## src/rtl/imem_loader.sv

```systemverilog
// Instruction-memory writer: packs a little-endian byte stream into 32-bit words,
// writes them from address 0, zero-fills the remainder and holds the core until done.
module imem_loader #(
  parameter int ADDR_WIDTH = 6,
  parameter int DEPTH      = 64
) (
  input  logic                  clk,
  input  logic                  reset,
  input  logic                  start,
  input  logic [ADDR_WIDTH:0]   word_count,
  input  logic                  in_valid,
  input  logic [7:0]            in_byte,
  output logic                  in_ready,
  output logic                  we,
  output logic [ADDR_WIDTH-1:0] waddr,
  output logic [31:0]           wdata,
  output logic [31:0]           checksum,
  output logic                  busy,
  output logic                  done,
  output logic                  error,
  output logic                  cpu_hold
);

  localparam logic [ADDR_WIDTH:0]   DEPTH_W   = (ADDR_WIDTH + 1)'(DEPTH);
  localparam logic [ADDR_WIDTH-1:0] LAST_ADDR = ADDR_WIDTH'(DEPTH - 1);

  typedef enum logic [1:0] {IDLE, LOAD, FILL, DONE} state_t;

  state_t                state_reg;
  logic [ADDR_WIDTH:0]   count_reg;
  logic [ADDR_WIDTH-1:0] idx_reg;
  logic [1:0]            byte_cnt_reg;
  logic                  last_reg;
  logic [7:0]            lane_reg [3];

  logic                  xfer;
  logic                  count_ok;
  logic                  last_word;
  logic [31:0]           word_next;

  assign in_ready  = (state_reg == LOAD) && !last_reg;
  assign busy      = (state_reg == LOAD) || (state_reg == FILL);
  assign done      = (state_reg == DONE);
  assign cpu_hold  = (state_reg != DONE);

  assign xfer      = in_valid && in_ready;
  assign count_ok  = (word_count != '0) && (word_count <= DEPTH_W);
  assign last_word = ({1'b0, idx_reg} == (count_reg - 1'b1));
  assign word_next = {in_byte, lane_reg[2], lane_reg[1], lane_reg[0]};

  // Lower three bytes of the word under assembly; the fourth goes straight to wdata.
  genvar gi;
  generate
    for (gi = 0; gi < 3; gi++) begin : g_lane
      always_ff @(posedge clk or negedge reset) begin
        if (!reset)
          lane_reg[gi] <= '0;
        else if (xfer && (byte_cnt_reg == 2'(gi)))
          lane_reg[gi] <= in_byte;
      end
    end
  endgenerate

  always_ff @(posedge clk or negedge reset) begin
    if (!reset) begin
      state_reg    <= IDLE;
      count_reg    <= '0;
      idx_reg      <= '0;
      byte_cnt_reg <= '0;
      last_reg     <= 1'b0;
      we           <= 1'b0;
      waddr        <= '0;
      wdata        <= '0;
      checksum     <= '0;
      error        <= 1'b0;
    end else begin
      we    <= 1'b0;
      error <= 1'b0;
      case (state_reg)
        IDLE, DONE: begin
          if (start) begin
            if (!count_ok) begin
              error <= 1'b1;
            end else begin
              count_reg    <= word_count;
              idx_reg      <= '0;
              byte_cnt_reg <= '0;
              checksum     <= '0;
              last_reg     <= 1'b0;
              state_reg    <= LOAD;
            end
          end
        end
        LOAD: begin
          // last_reg marks the cycle the final data word is on the write port.
          if (last_reg) begin
            last_reg <= 1'b0;
            if (count_reg < DEPTH_W) begin
              state_reg <= FILL;
              we        <= 1'b1;
              waddr     <= count_reg[ADDR_WIDTH-1:0];
              wdata     <= '0;
            end else begin
              state_reg <= DONE;
            end
          end else if (xfer) begin
            byte_cnt_reg <= byte_cnt_reg + 1'b1;
            if (byte_cnt_reg == 2'd3) begin
              we       <= 1'b1;
              waddr    <= idx_reg;
              wdata    <= word_next;
              checksum <= checksum ^ word_next;
              if (last_word)
                last_reg <= 1'b1;
              else
                idx_reg <= idx_reg + 1'b1;
            end
          end
        end
        FILL: begin
          if (waddr == LAST_ADDR) begin
            state_reg <= DONE;
          end else begin
            we    <= 1'b1;
            waddr <= waddr + 1'b1;
            wdata <= '0;
          end
        end
        default: state_reg <= IDLE;
      endcase
    end
  end

endmodule

```

## config.mk

```make
export PLATFORM = sky130hd
export DESIGN_NAME = imem_loader
export DESIGN_NICKNAME = d
export VERILOG_FILES = /design/src/rtl/imem_loader.sv
export SDC_FILE = /design/constraint.sdc
export NUM_CORES = 1
export LEC_CHECK = 0
export CORE_AREA = 2 2 104 106
export DETAILED_ROUTE_END_ITERATION = 8
export DIE_AREA = 0 0 106 108
export PLACE_DENSITY = 0.79
export SLEW_MARGIN = 20
export SYNTH_ARGS = -nofsm -noshare
export SYNTH_HDL_FRONTEND = slang
export SYNTH_SLANG_ARGS = --single-unit
```

## constraint.sdc

```tcl
create_clock -name clk -period 2.3 [get_ports clk]
set_input_delay 0.575 -clock clk [delete_from_list [all_inputs] [get_ports clk]]
set_output_delay 0.575 -clock clk [all_outputs]
set_load 0.005 [all_outputs]
```

After elaboration in Yosys (flattened, before gate mapping)
Index checks and enable logic that the tools add are counted.

Add/sub/neg operators: 4. Magnitude comparators: 2. Eq/ne operators: 21. Muxes and demuxes: 52. Bitwise gates (word level): 1. Reduce and logical (&&, ||, !) cells: 21.

Operators with widths (count): $mux 32 (10); $pmux 32 s2 (2); $mux 6 (11); $xor 32x32->32 (1); $pmux 6 s2 (2); $mux 2 (8); $ne 2x2->1 const B (8); $mux 1 (15); $add 6x1->6 const B (2); $reduce_and 5->1 (2); $eq 2x2->1 const B (4); $eq 6x7->1 (1); $le 7x7->1 const B (1); $lt 7x7->1 const B (1); $reduce_and 7->1 (1); $reduce_bool 7->1 (1); $sub 7x1->7 const B (1); $eq 6x6->1 const B (1); $logic_and 1x1->1 (6); $ne 3x2->1 const B (2); $pmux 2 s3 (1); $reduce_and 3->1 (2); $reduce_and 6->1 (1); $eq 2x1->1 const B (2); other kinds (11) (15).

Bits in registers: 114. Input port bits: 19. Output and inout bits: 76. Word-level logic and storage cells: 114.

Longest topological paths before layout
Word-level depth: 7. Gate-level depth with buffers: 10.

Least setup slack after synthesis
OpenSTA, ideal clock, no wires.

Path kind: input to register. Start: input word_count[1]. End: register idx_reg[1]. Library setup time: 0.126 ns. Arrival time: 2.076 ns. Data required time: 2.174 ns. Path slack: 0.098 ns. Cell stages on the path: 6. Cells stage by stage: nor4_1 -> mux2_2 -> a21o_1 -> buf_6 -> buf_2 -> a221o_1.

Longest elaborated chain between the ends: 4.

Ends and longest elaborated chain: start, declared (RTL line 10) `input logic [ADDR_WIDTH:0] word_count,`; $le 7x7->1 or $reduce_bool 7->1 (tied branches) (RTL line 47) `assign count_ok = (word_count != '0) && (word_count <= DEPTH_W);`; $logic_and 1x1->1 (*) (RTL line 47); $ne 2x2->1 (no line) (*); $reduce_and 7->1 (no line) (*); end signal, assigned (RTL line 116) `idx_reg <= idx_reg + 1'b1;`; end, declared (RTL line 31) `logic [ADDR_WIDTH-1:0] idx_reg;`.

Every way passes the cells marked *; elsewhere a longest branch is shown, timed or not. A chain may end at the register's enable or synchronous reset.

Worst setup path after layout
Start: input word_count[1]. End: register checksum[30].

Longest elaborated chain between the ends: 4.

Ends and longest elaborated chain: $le 7x7->1 or $reduce_bool 7->1 (tied branches) (RTL line 47); $logic_and 1x1->1 (*) (RTL line 47); $ne 2x2->1 (no line) (*); $reduce_and 6->1 (no line) (*); end signal, assigned (RTL line 112) `checksum <= checksum ^ word_next;`; end, declared (RTL line 17) `output logic [31:0] checksum,`.

Marked as above.

==> flow_metrics.tcl <==
set metrics [dict create \
    syn_nets 563 \
    gp_congestion 0.863 \
    rrSetupSlack_ps 40 \
    yosys-top-cells-count "129 x nand2_1, 114 x dfrtp_1, 47 x nor2_1, 39 x nand3_1, 37 x xor2_1" \
    insertion_delay_ps 530 \
    drive_above_1_share_pct 18.3 \
    drv_slew 0 \
    vdd_drop_max_v 0.000680 \
    crit_path_end_kind "flip-flop" \
    drv_cap 0 \
    slowest_stage "clkdlybuf4s50_1" \
    first_iter_violations 424 \
    cpLargestDelayFamily "buffers and inverters" \
    synth_top_area_share_pct 53.5 \
    drc 0 \
    slew-limit-headroom_pct 57.9 \
    setup_ws_ps -9.16 \
    antenna_found_initial 0 \
    antenna_cells 0 \
    synth_flop_cell "dfrtp_1" \
    die_w_microns 106 \
    grt.total_usage_pct 26.7 \
    synth_edf_count 0 \
    clk_pin_slew_ps 60 \
    tightest_slew_ps 631 \
    clockRootBuffer "clkbuf_8" \
    path_buf_inv 4 \
    finClkSkew_ps 7.07 \
    viasPerCell 5.76 \
    slowest_delay_ps 440 \
    fill_cells 677 \
    fin_cells 812 \
    cts_buffer_depth 2 \
    worstPathCellList "clkdlybuf4s50_1, nor4_2, buf_4, mux2_4, a221oi_4, buf_6, buf_12, nand2_1, xor2_1, nor2_1" \
    cellLeakagePower_uw 0.00351 \
    nNetsFinal 693 \
    setup_violations 1 \
    dp_cells 771 \
    ys_ff_latch 114 \
    dieArea_sq_mm 0.0114 \
    cp_data_arrival_time_ps 2710 \
    netlist_area_sq_mm 0.00534 \
    status "finished with violations" \
    required_ps 2700 \
    ant_nets 0 \
    ys_seq_area_share_pct 53.5 \
    wirelength_microns 15300 \
    numCtsBuffers 17 \
    fmax_ghz 0.433 \
    yosysWarnings 0 \
    area_growth_syn_to_layout_pct 39.6 \
    period_share_pct 100 \
    start_util_pct 52.2 \
    cts_tree "done" \
    fin_crit_ps 2310 \
    setup.worst_path.start_class "input port" \
    core_sq_mm 0.0102 \
    grt_max_degree 115 \
    synth.most_common_cell "nand2_1" \
    async_flop_share_pct 100 \
    ios 95 \
    avgSynthCellArea_sq_um 9.99 \
    synth_top_cell_by_area "dfrtp_1" \
    synth.top_cells.by_area "dfrtp_1 53%, nand2_1 9.1%, mux2_2 6.1%" \
    power.density_mw_per_mm2 1480 \
    io_buffers 94 \
    dp_hpwl_microns 9000 \
    overflow 0 \
    crit_path_max_fanout 8 \
    grt_first_pass_wirelength_microns 23400 \
    synthCells 534 \
    hp-class "input port to asynchronous set/reset pin" \
    wire_per_inst_microns 18.9 \
    via_count 4677 \
    violations "negative setup slack" \
    clock-sinks 114 \
    setup_tns_ps -9.16 \
    crit_type "input port to flip-flop" \
    power.total_uw 11100 \
    first_global_vias 4561 \
    hold_viol_final 0 \
    drt_pass1_iterations 6 \
    ys_types 47 \
    htreeDepth 4 \
    rows 37 \
    die_y_microns 108 \
]
-- logic make-up (layout without fill, tap and decap cells) --
family,count (synthesis),after routing,synth area share [%]
simple gates,241,241,19.7
fa+ha+maj,10,10,2.34
flops,114,114,53.5
mux,34,34,7.15
compound gates,56,56,7.34
xor+xnor,41,41,6.73
buf+inv,38,180,3.28
-- final timing paths --
path / from / cells past startpoint / to
setup reg to reg: state_reg[0] / 11 / checksum[30]
max in group asynchronous: reset / 2 / lane_reg[17]
hold / removal: reset / 2 / count_reg[3]
hold reg to reg: wdata[1] / 2 / wdata[1]
min in group clk: word_count[0] / 3 / count_reg[0]
setup / recovery: word_count[1] / 10 / checksum[30]
-- routing by layer --
| layer | up-vias | global-route usage (%) | part of all wire, % |
|---|---|---|---|
| li1 | 2050 | - | - |
| met1 | 2344 | 35.5 | 41 |
| met2 | 227 | 43.3 | 49 |
| met3 | 56 | 5.18 | 7.1 |
| met4 | 0 | 11.6 | 3.6 |
| met5 | - | 0 | 0 |
-- what timing repair did --
item | CTS | global route
hold buffers | 0 | 0
pin swaps | 0 | 3
endpoints found under the setup margin | 5 | 36
gates resized for setup | 10 | 10
buffers inserted | 4 | 3
gates cloned | 1 | 2
-- power breakdown --
part	internal, uW	switching (uW)	leakage (uW)	total, uW
sequential	2700	591	0.00150	3290
combinational	2510	2580	0.00173	5090
clock	1700	963	0.000283	2670
-- per-stage QoR --
stage	cell area [sq um]	hold WS (ps)	setup slack, ps	util [%]
finish	7450	99.3	-9.16	72.8
global route	7450	183	-94.4	72.8
CTS	7350	162	-94.5	71.8
detailed placement	6660	456	-512	65.1
global placement	6660	451	-436	65.1
floorplan	5340	279	98.4	-
-- cell usage in the layout, fill, tap and decap left out, types with 3 or more instances in the layout --
cell	count
nand2b_1	5
clkdlybuf4s50_1	86
bufinv_16	3
nor2_2	3
clkinvlp_4	4
dlymetal6s2s_1	4
o21ai_0	17
buf_12	5
a21oi_1	11
nor2_1	44
inv_1	11
clkbuf_8	3
dfrtp_1	114
xnor2_1	4
o22ai_1	5
nor3_1	3
dlygate4sd2_1	3
nand3_1	39
mux2_2	28
xor2_1	37
buf_4	33
nand2_1	129
clkbuf_16	18
ha_1	7
mux2_1	4
and3_1	5
-- final cells by class --
cell class	count	area (sq um)	share of cell area (%)
sequential	114	2850	38.3
clock inverter	12	156	2.10
multi-input combinational	382	2390	32.1
timing repair buffer	136	1390	18.6
tap	136	170	2.28
inverter	13	48.8	0.655
clock buffer	19	442	5.93
Note: power is estimated with default switching activity, not from simulation.
